--- config.mk ---
export PLATFORM = sky130hd
export DESIGN_NAME = pipe_hazard_ctrl
export DESIGN_NICKNAME = d
export VERILOG_FILES = /design/src/rtl/pipe_ctrl_pkg.sv /design/src/rtl/pipe_fwd_sel.sv /design/src/rtl/pipe_hazard_ctrl.sv
export SDC_FILE = /design/constraint.sdc
export NUM_CORES = 1
export LEC_CHECK = 0
export CAP_MARGIN = 40
export CORE_ASPECT_RATIO = 0.5
export CORE_MARGIN = 2
export CORE_UTILIZATION = 34
export DETAILED_ROUTE_END_ITERATION = 6
export GPL_TIMING_DRIVEN = 0
export PLACE_DENSITY_LB_ADDON = 0.3
export SYNTH_ARGS = -nofsm -noshare
export SYNTH_HDL_FRONTEND = slang
export SYNTH_SLANG_ARGS = --single-unit
--- constraint.sdc ---
create_clock -name clk -period 1.65 [get_ports clk]
set_clock_uncertainty 0.05 [all_clocks]
set_input_delay 0.33 -clock clk [delete_from_list [all_inputs] [get_ports clk]]
set_output_delay 0.33 -clock clk [all_outputs]
set_load 0.005 [all_outputs]
--- src/rtl/pipe_ctrl_pkg.sv ---
// Shared definitions for the 5-stage pipeline hazard controller: command-word
// field positions, PCSource and forwarding encodings, scoreboard entry type.
package pipe_ctrl_pkg;

  localparam int SB_AW = 5;

  localparam int CMD_PCS_HI  = 9;
  localparam int CMD_PCS_LO  = 8;
  localparam int CMD_WEN     = 7;
  localparam int CMD_ALUSRCB = 6;
  localparam int CMD_WADDR   = 5;
  localparam int CMD_MEMW    = 4;
  localparam int CMD_WDATA   = 3;

  localparam logic [1:0] PCS_SEQ = 2'd0;
  localparam logic [1:0] PCS_BEQ = 2'd1;
  localparam logic [1:0] PCS_J   = 2'd2;
  localparam logic [1:0] PCS_BNE = 2'd3;

  localparam logic [1:0] FWD_RF  = 2'd0;
  localparam logic [1:0] FWD_MEM = 2'd1;
  localparam logic [1:0] FWD_WB  = 2'd2;

  typedef struct packed {
    logic             valid;
    logic             wen;
    logic             load;
    logic [SB_AW-1:0] dest;
  } sb_entry_t;

endpackage

--- src/rtl/pipe_fwd_sel.sv ---
// Forwarding select for one source register, given the entries that will sit
// in MEM and WB when the consumer reaches EX.
module pipe_fwd_sel
  import pipe_ctrl_pkg::*;
#(
  parameter int REG_AW = SB_AW
) (
  input  logic [REG_AW-1:0] src_i,
  input  sb_entry_t         mem_i,
  input  sb_entry_t         wb_i,
  output logic [1:0]        sel_o
);

  logic memHit;
  logic wbHit;

  // A load heading into MEM is excluded: its consumer is stalled instead.
  always_comb begin
    memHit = mem_i.valid && mem_i.wen && !mem_i.load &&
             (mem_i.dest != '0) && (mem_i.dest == src_i);
    wbHit  = wb_i.valid && wb_i.wen &&
             (wb_i.dest != '0) && (wb_i.dest == src_i);
    if (memHit) begin
      sel_o = FWD_MEM;
    end else if (wbHit) begin
      sel_o = FWD_WB;
    end else begin
      sel_o = FWD_RF;
    end
  end

endmodule

--- src/rtl/pipe_hazard_ctrl.sv ---
// Pipeline stall/flush/forwarding controller with an EX/MEM shadow scoreboard.
// Optional performance counters are built when PIPE_HAZARD_PERF_EN is defined.
module pipe_hazard_ctrl
  import pipe_ctrl_pkg::*;
#(
  parameter int REG_AW = 5,
  parameter int CMD_W  = 10
) (
  input  logic              clk,
  input  logic              reset,
  input  logic              id_valid,
  input  logic [CMD_W-1:0]  id_cmd,
  input  logic [REG_AW-1:0] id_rs,
  input  logic [REG_AW-1:0] id_rt,
  input  logic [REG_AW-1:0] id_rd,
  input  logic              ex_br_taken,
  output logic              pc_stall,
  output logic              ifid_stall,
  output logic              ifid_flush,
  output logic              idex_bubble,
  output logic [1:0]        fwd_a,
  output logic [1:0]        fwd_b,
  output logic [15:0]       perf_stalls,
  output logic [15:0]       perf_flushes
);

  // The WB slot is represented by the registered fwd selects, so only the
  // entries in EX and MEM are held as state.
  sb_entry_t   ex_q, ex_d, mem_q;
  logic [1:0]  fwd_a_q, fwd_a_d, fwd_b_q, fwd_b_d;
  logic [1:0]  fwdASel, fwdBSel;

  logic [1:0]        pcs;
  logic              useRs, useRt, loadUse, jumpId;
  logic [REG_AW-1:0] idDest;
  logic [2:0]        unusedAluCtl;

  assign unusedAluCtl = id_cmd[2:0];

  always_comb begin
    pcs     = id_cmd[CMD_PCS_HI:CMD_PCS_LO];
    useRs   = (pcs != PCS_J);
    useRt   = !id_cmd[CMD_ALUSRCB] || id_cmd[CMD_MEMW] ||
              (pcs == PCS_BEQ) || (pcs == PCS_BNE);
    idDest  = id_cmd[CMD_WADDR] ? id_rd : id_rt;
    loadUse = id_valid && ex_q.valid && ex_q.wen && ex_q.load &&
              (ex_q.dest != '0) &&
              ((useRs && (id_rs == ex_q.dest)) || (useRt && (id_rt == ex_q.dest)));
    jumpId  = id_valid && (pcs == PCS_J);
  end

  // A taken branch squashes the ID instruction, so it masks stall and jump.
  always_comb begin
    pc_stall    = 1'b0;
    ifid_stall  = 1'b0;
    ifid_flush  = 1'b0;
    idex_bubble = 1'b0;
    if (!reset) begin
      if (ex_br_taken) begin
        ifid_flush  = 1'b1;
        idex_bubble = 1'b1;
      end else if (loadUse) begin
        pc_stall    = 1'b1;
        ifid_stall  = 1'b1;
        idex_bubble = 1'b1;
      end else if (jumpId) begin
        ifid_flush  = 1'b1;
      end
    end
  end

  pipe_fwd_sel #(.REG_AW(REG_AW)) u_fwd_a (
    .src_i (id_rs),
    .mem_i (ex_q),
    .wb_i  (mem_q),
    .sel_o (fwdASel)
  );

  pipe_fwd_sel #(.REG_AW(REG_AW)) u_fwd_b (
    .src_i (id_rt),
    .mem_i (ex_q),
    .wb_i  (mem_q),
    .sel_o (fwdBSel)
  );

  always_comb begin
    ex_d    = '0;
    fwd_a_d = FWD_RF;
    fwd_b_d = FWD_RF;
    if (id_valid && !idex_bubble) begin
      ex_d.valid = 1'b1;
      ex_d.wen   = id_cmd[CMD_WEN];
      ex_d.load  = id_cmd[CMD_WDATA];
      ex_d.dest  = idDest;
      fwd_a_d    = fwdASel;
      fwd_b_d    = fwdBSel;
    end
  end

  always_ff @(posedge clk) begin
    if (reset) begin
      ex_q    <= '0;
      mem_q   <= '0;
      fwd_a_q <= FWD_RF;
      fwd_b_q <= FWD_RF;
    end else begin
      mem_q   <= ex_q;
      ex_q    <= ex_d;
      fwd_a_q <= fwd_a_d;
      fwd_b_q <= fwd_b_d;
    end
  end

  assign fwd_a = fwd_a_q;
  assign fwd_b = fwd_b_q;

`ifdef PIPE_HAZARD_PERF_EN
  logic [15:0] perf_stalls_q, perf_flushes_q;

  always_ff @(posedge clk) begin
    if (reset) begin
      perf_stalls_q  <= '0;
      perf_flushes_q <= '0;
    end else begin
      if (pc_stall && (perf_stalls_q != 16'hFFFF)) begin
        perf_stalls_q <= perf_stalls_q + 16'd1;
      end
      if (ifid_flush && (perf_flushes_q != 16'hFFFF)) begin
        perf_flushes_q <= perf_flushes_q + 16'd1;
      end
    end
  end

  assign perf_stalls  = perf_stalls_q;
  assign perf_flushes = perf_flushes_q;
`else
  assign perf_stalls  = '0;
  assign perf_flushes = '0;
`endif

endmodule

==> metrics.sh <==
HOLD_BUFS_AT_CTS=0
PWR-SHARE-CLK_PCT=30.7
VIAS_PER_CELL=4.13
TIMING.CRITICAL_PATH.TO_TYPE='output pin'
DRCVIOLATIONCOUNT=0
CRITICAL_PATH.STARTPOINT='ex_q[3]'
DR.FIRST_ITER.DRC_COUNT=31
POST_SYNTH_MAIN_AREA_CONTRIBUTORS='sky130_fd_sc_hd__dfxtp_1 (32%), sky130_fd_sc_hd__buf_4 (21%), sky130_fd_sc_hd__xor2_1 (12%), sky130_fd_sc_hd__mux2i_1 (4.2%), sky130_fd_sc_hd__nor3_1 (4.2%)'
DRT_PRE_ANTENNA_ITERS=4
MAX_CLK_RATE_MHz=459
SEQ_AREA_FRAC_SYNTH_PCT=31.8
CP_DATA_ARRIVAL_TIME_NS=1.80
STATUS='finished, violations left'
INITIAL_CORE_UTIL_PCT=35.2
POSTSYNTHAREAPERCELL_UM2=8.93
FINALHOLDVIOLATIONS=0
POSTSYNTH.ASYNCRESETSHARE_PCT=0
BUFFER_PORTS.INSERTED=32
SLEW_VIOLATIONS=0
CORE.ROWCOUNT=15
DP.FINAL_HPWL_UM=2050
CRITICAL_PATH_CELL_BY_CELL='xor2_2 > nor4_4 > and3_4 > o21ai_4 > nor3_2 > buf_4 > buf_6'
VERTICAL_EXTENT_OF_THE_DIE_UM=45.9
YOSYS_WARNINGS=0
MOSTFREQUENTLAYOUTCELL='sky130_fd_sc_hd__buf_4'
WORST_SLACK_NS=-0.526
CLK-INSERTION-DELAY-LATE_NS=0.26
INTERNAL_POWER_uW=776
SWITCHINGPOWER_uW=277
CORE_AREA_UM2=3400
DPL_CELL_AREA_UM2=1700
HOLD_CLASS='flop to flop'
DR_TOTAL_VIAS=1062
NETLIST_INSTANCES=134
GLOBAL_ROUTE.OVERFLOW_TOTAL=0
SHARE_OF_TOTAL_POWER_IN_SEQUENTIAL_CELLS_PCT=45.3
POWER.SHARE.SWITCHING_PCT=26.3
PATH_DELAY_FAMILY='simple AND/OR/NAND/NOR gates'
SYNTH_ENABLE_FLOP_CELLS=0
FINAL_MIN_PERIOD_OVER_CLOCK_PERIOD_PCT=132
DIE_W_UM=87.9
DIE_AREA_UM2=4040
SETUP.WORST_PATH.START_CLASS='flop'
DRIVE_ABOVE_1_SHARE_PCT=37.4
PATH_BUF_INV=2
PIN_COUNT=69
PEAKVDDDROP_uV=221
WORSTPATHMAXFANOUT=4
CTS_BUFFERS=3
FINALWORSTPATHREQUIREDPERIOD_NS=2.18
DOMINANTREGCELLSYNTH='sky130_fd_sc_hd__dfxtp_1'
R2R_SETUP_SLACK_NS=-0.20
FILLERS=287
FAILED_CHECKS='negative setup slack'
CLK_ROOT_BUFFER_CELL='sky130_fd_sc_hd__clkbuf_8'
SYNTH_AREA_UM2=1200
CTS-HTREE-LEVELS=1
WIRE_PER_INST_UM=11.4
MAX_CAP_VIOL_COUNT=0
LARGEST_NET_DEGREE_AT_THE_START_OF_GLOBAL_ROUTING=11
SETUP_VIOLATIONS=12
NETLIST.AREA_LEADER.SHARE_PCT=31.8
ROUTABILITYCONGESTION=0.868
NNETSFINAL=236
MIN-DELAY-START='mem_q[7]'
SYNTH.LIB_CELLS_USED.DISTINCT=29
REG2REG_FROM='ex_q[3]'
FIN_AREA_UM2=1950
CRIT_SLOWEST_CELL='sky130_fd_sc_hd__dfxtp_4'
CP.REQUIRED_NS=1.27
GRT_PASS1_VIAS=915
LAYOUT_COMMON_CELLS='sky130_fd_sc_hd__buf_4 (37), sky130_fd_sc_hd__conb_1 (32), sky130_fd_sc_hd__clkdlybuf4s50_1 (17), sky130_fd_sc_hd__dfxtp_1 (14), sky130_fd_sc_hd__xor2_1 (12)'
CTS-ROOT-TO-SINK-BUFFERS=2
WORST-SLEW-PIN-TRANSITION_NS=0.533
SEQ_AREA_UM2=394
SYNTH_LARGEST_AREA_CELL='sky130_fd_sc_hd__dfxtp_1'
POWER.SHARE.COMBINATIONAL_PCT=24.0
AREA_OCCUPIED_BY_MULTI_INPUT_GATES_UM2=838
POWER_DENSITY_nW_PER_UM2=540
AREA_DELTA_SYNTH_FINAL_PCT=63.1
TOTALWIRELENGTH_UM=2930
ANTENNA_FOUND_INITIAL=0
POSTROUTEANTENNANETS=0
CTS_TREE='done'
DP_CELLS=248
YS_FF_LATCH=19
GRT_SETUP_UNREPAIRED='true'
CRITPATHKIND='flop to output pin'
MAX_SLEW_MARGIN_PCT=64.5
CP_SLOWEST_STAGE_DELAY_NS=0.37
GRT_PASS1_WL_UM=4190
POST_LAYOUT_INSTANCE_COUNT_EXCLUDING_FILLER_CELLS=257
GRT_USAGE_PCT=13.9
CLOCK_EDGE_TRANSITION_AT_THE_REGISTERS_ON_THE_REPORTED_SETUP_AND_HOLD_PATHS_NS=0.07
DIODES=0
CLOCK_SINK_COUNT=19
POWER_LEAKAGE_uW=0.000899
==> logic make-up after synthesis <==
group	count (synthesis)	share of synthesized area, %
xor+xnor	20	14.6
compound gates	8	5.13
flops	19	31.8
mux	5	4.18
buf+inv	37	22.0
other cells	1	0.314
simple gates	44	22.0
==> path summary, 6_finish.rpt <==
check / endpoint / cells after the start
worst min-delay path: fwd_a[1] / 2
worst max register to register: ex_q[2] / 8
worst max-delay path: pc_stall / 7
worst min register to register: fwd_a[1] / 2
==> registers in the layout (all words and copies together) (netlist names) <==
name / flops
fwd_b: 2
ex_q: 8
mem_q: 7
fwd_a: 2
==> final cells by class <==
type | instances | share of cell area, %
multi-input combinational | 109 | 43.0
sequential | 19 | 20.2
timing repair buffer | 37 | 17.8
buffer | 35 | 13.1
tap | 51 | 3.27
clock buffer | 4 | 2.31
inverter | 2 | 0.385
==> power groups by stage <==
| stage | clock (uW) | sequential (uW) | combinational (uW) |
|---|---|---|---|
| 6_report | 323 | 478 | 253 |
| 5_1_grt | 346 | 479 | 274 |
| 4_1_cts | 323 | 477 | 228 |
| 3_5_place_dp | 0 | 488 | 224 |
| 3_3_place_gp | 0 | 488 | 222 |
| 2_1_floorplan | 0 | 486 | 137 |
==> stage by stage <==
step / utilization (%) / TNS [ns] / hold slack [ns] / total power [uW] / setup slack [ns]
final: 57.4 / -3.48 / 0.454 / 1050 / -0.526
after global routing: 57.4 / -4.33 / 0.474 / 1100 / -0.631
after CTS: 54.1 / -2.80 / 0.452 / 1030 / -0.591
after detailed placement: 50.1 / -8.20 / 0.443 / 712 / -1.19
after global placement: 50.1 / -7.96 / 0.437 / 710 / -1.17
after floorplan: - / -0.130 / 0.395 / 623 / -0.124
==> cells in the mapped netlist (2+ instances only) <==
master,n
sky130_fd_sc_hd__dfxtp_1,19
sky130_fd_sc_hd__and3_1,3
sky130_fd_sc_hd__mux2i_1,5
sky130_fd_sc_hd__buf_4,33
sky130_fd_sc_hd__nand4_1,3
sky130_fd_sc_hd__xnor2_1,3
sky130_fd_sc_hd__a21oi_1,2
sky130_fd_sc_hd__xor2_1,17
sky130_fd_sc_hd__nor2b_1,7
sky130_fd_sc_hd__nor3_1,10
sky130_fd_sc_hd__nor2_1,7
sky130_fd_sc_hd__nand2_1,6
sky130_fd_sc_hd__inv_1,2
sky130_fd_sc_hd__nor4_1,2
==> metal layers <==
layer  vias up  GRT usage (%)  routed length (um)
met4         0           4.00                  37
met2        57           24.4                1460
met1       475           16.7                1190
li1        525              -                   -
met3         5           4.53                 240
met5         -              0                   0
==> worst min-delay path, delay by kind of cell (launching register included) <==
family,cells,cell delay (ns)
DFF,1,0.32
AOI/OAI and AO/OA,1,0.09
and+or+nand+nor,1,0.05
==> what timing repair did <==
action | 4_1_cts | 5_1_grt
setup endpoints to repair | 14 | 12
gates resized for setup | 47 | 18
pin swaps | 16 | 10
buffers inserted | 4 | 1
No activity file was read; power rests on OpenSTA's default activity.
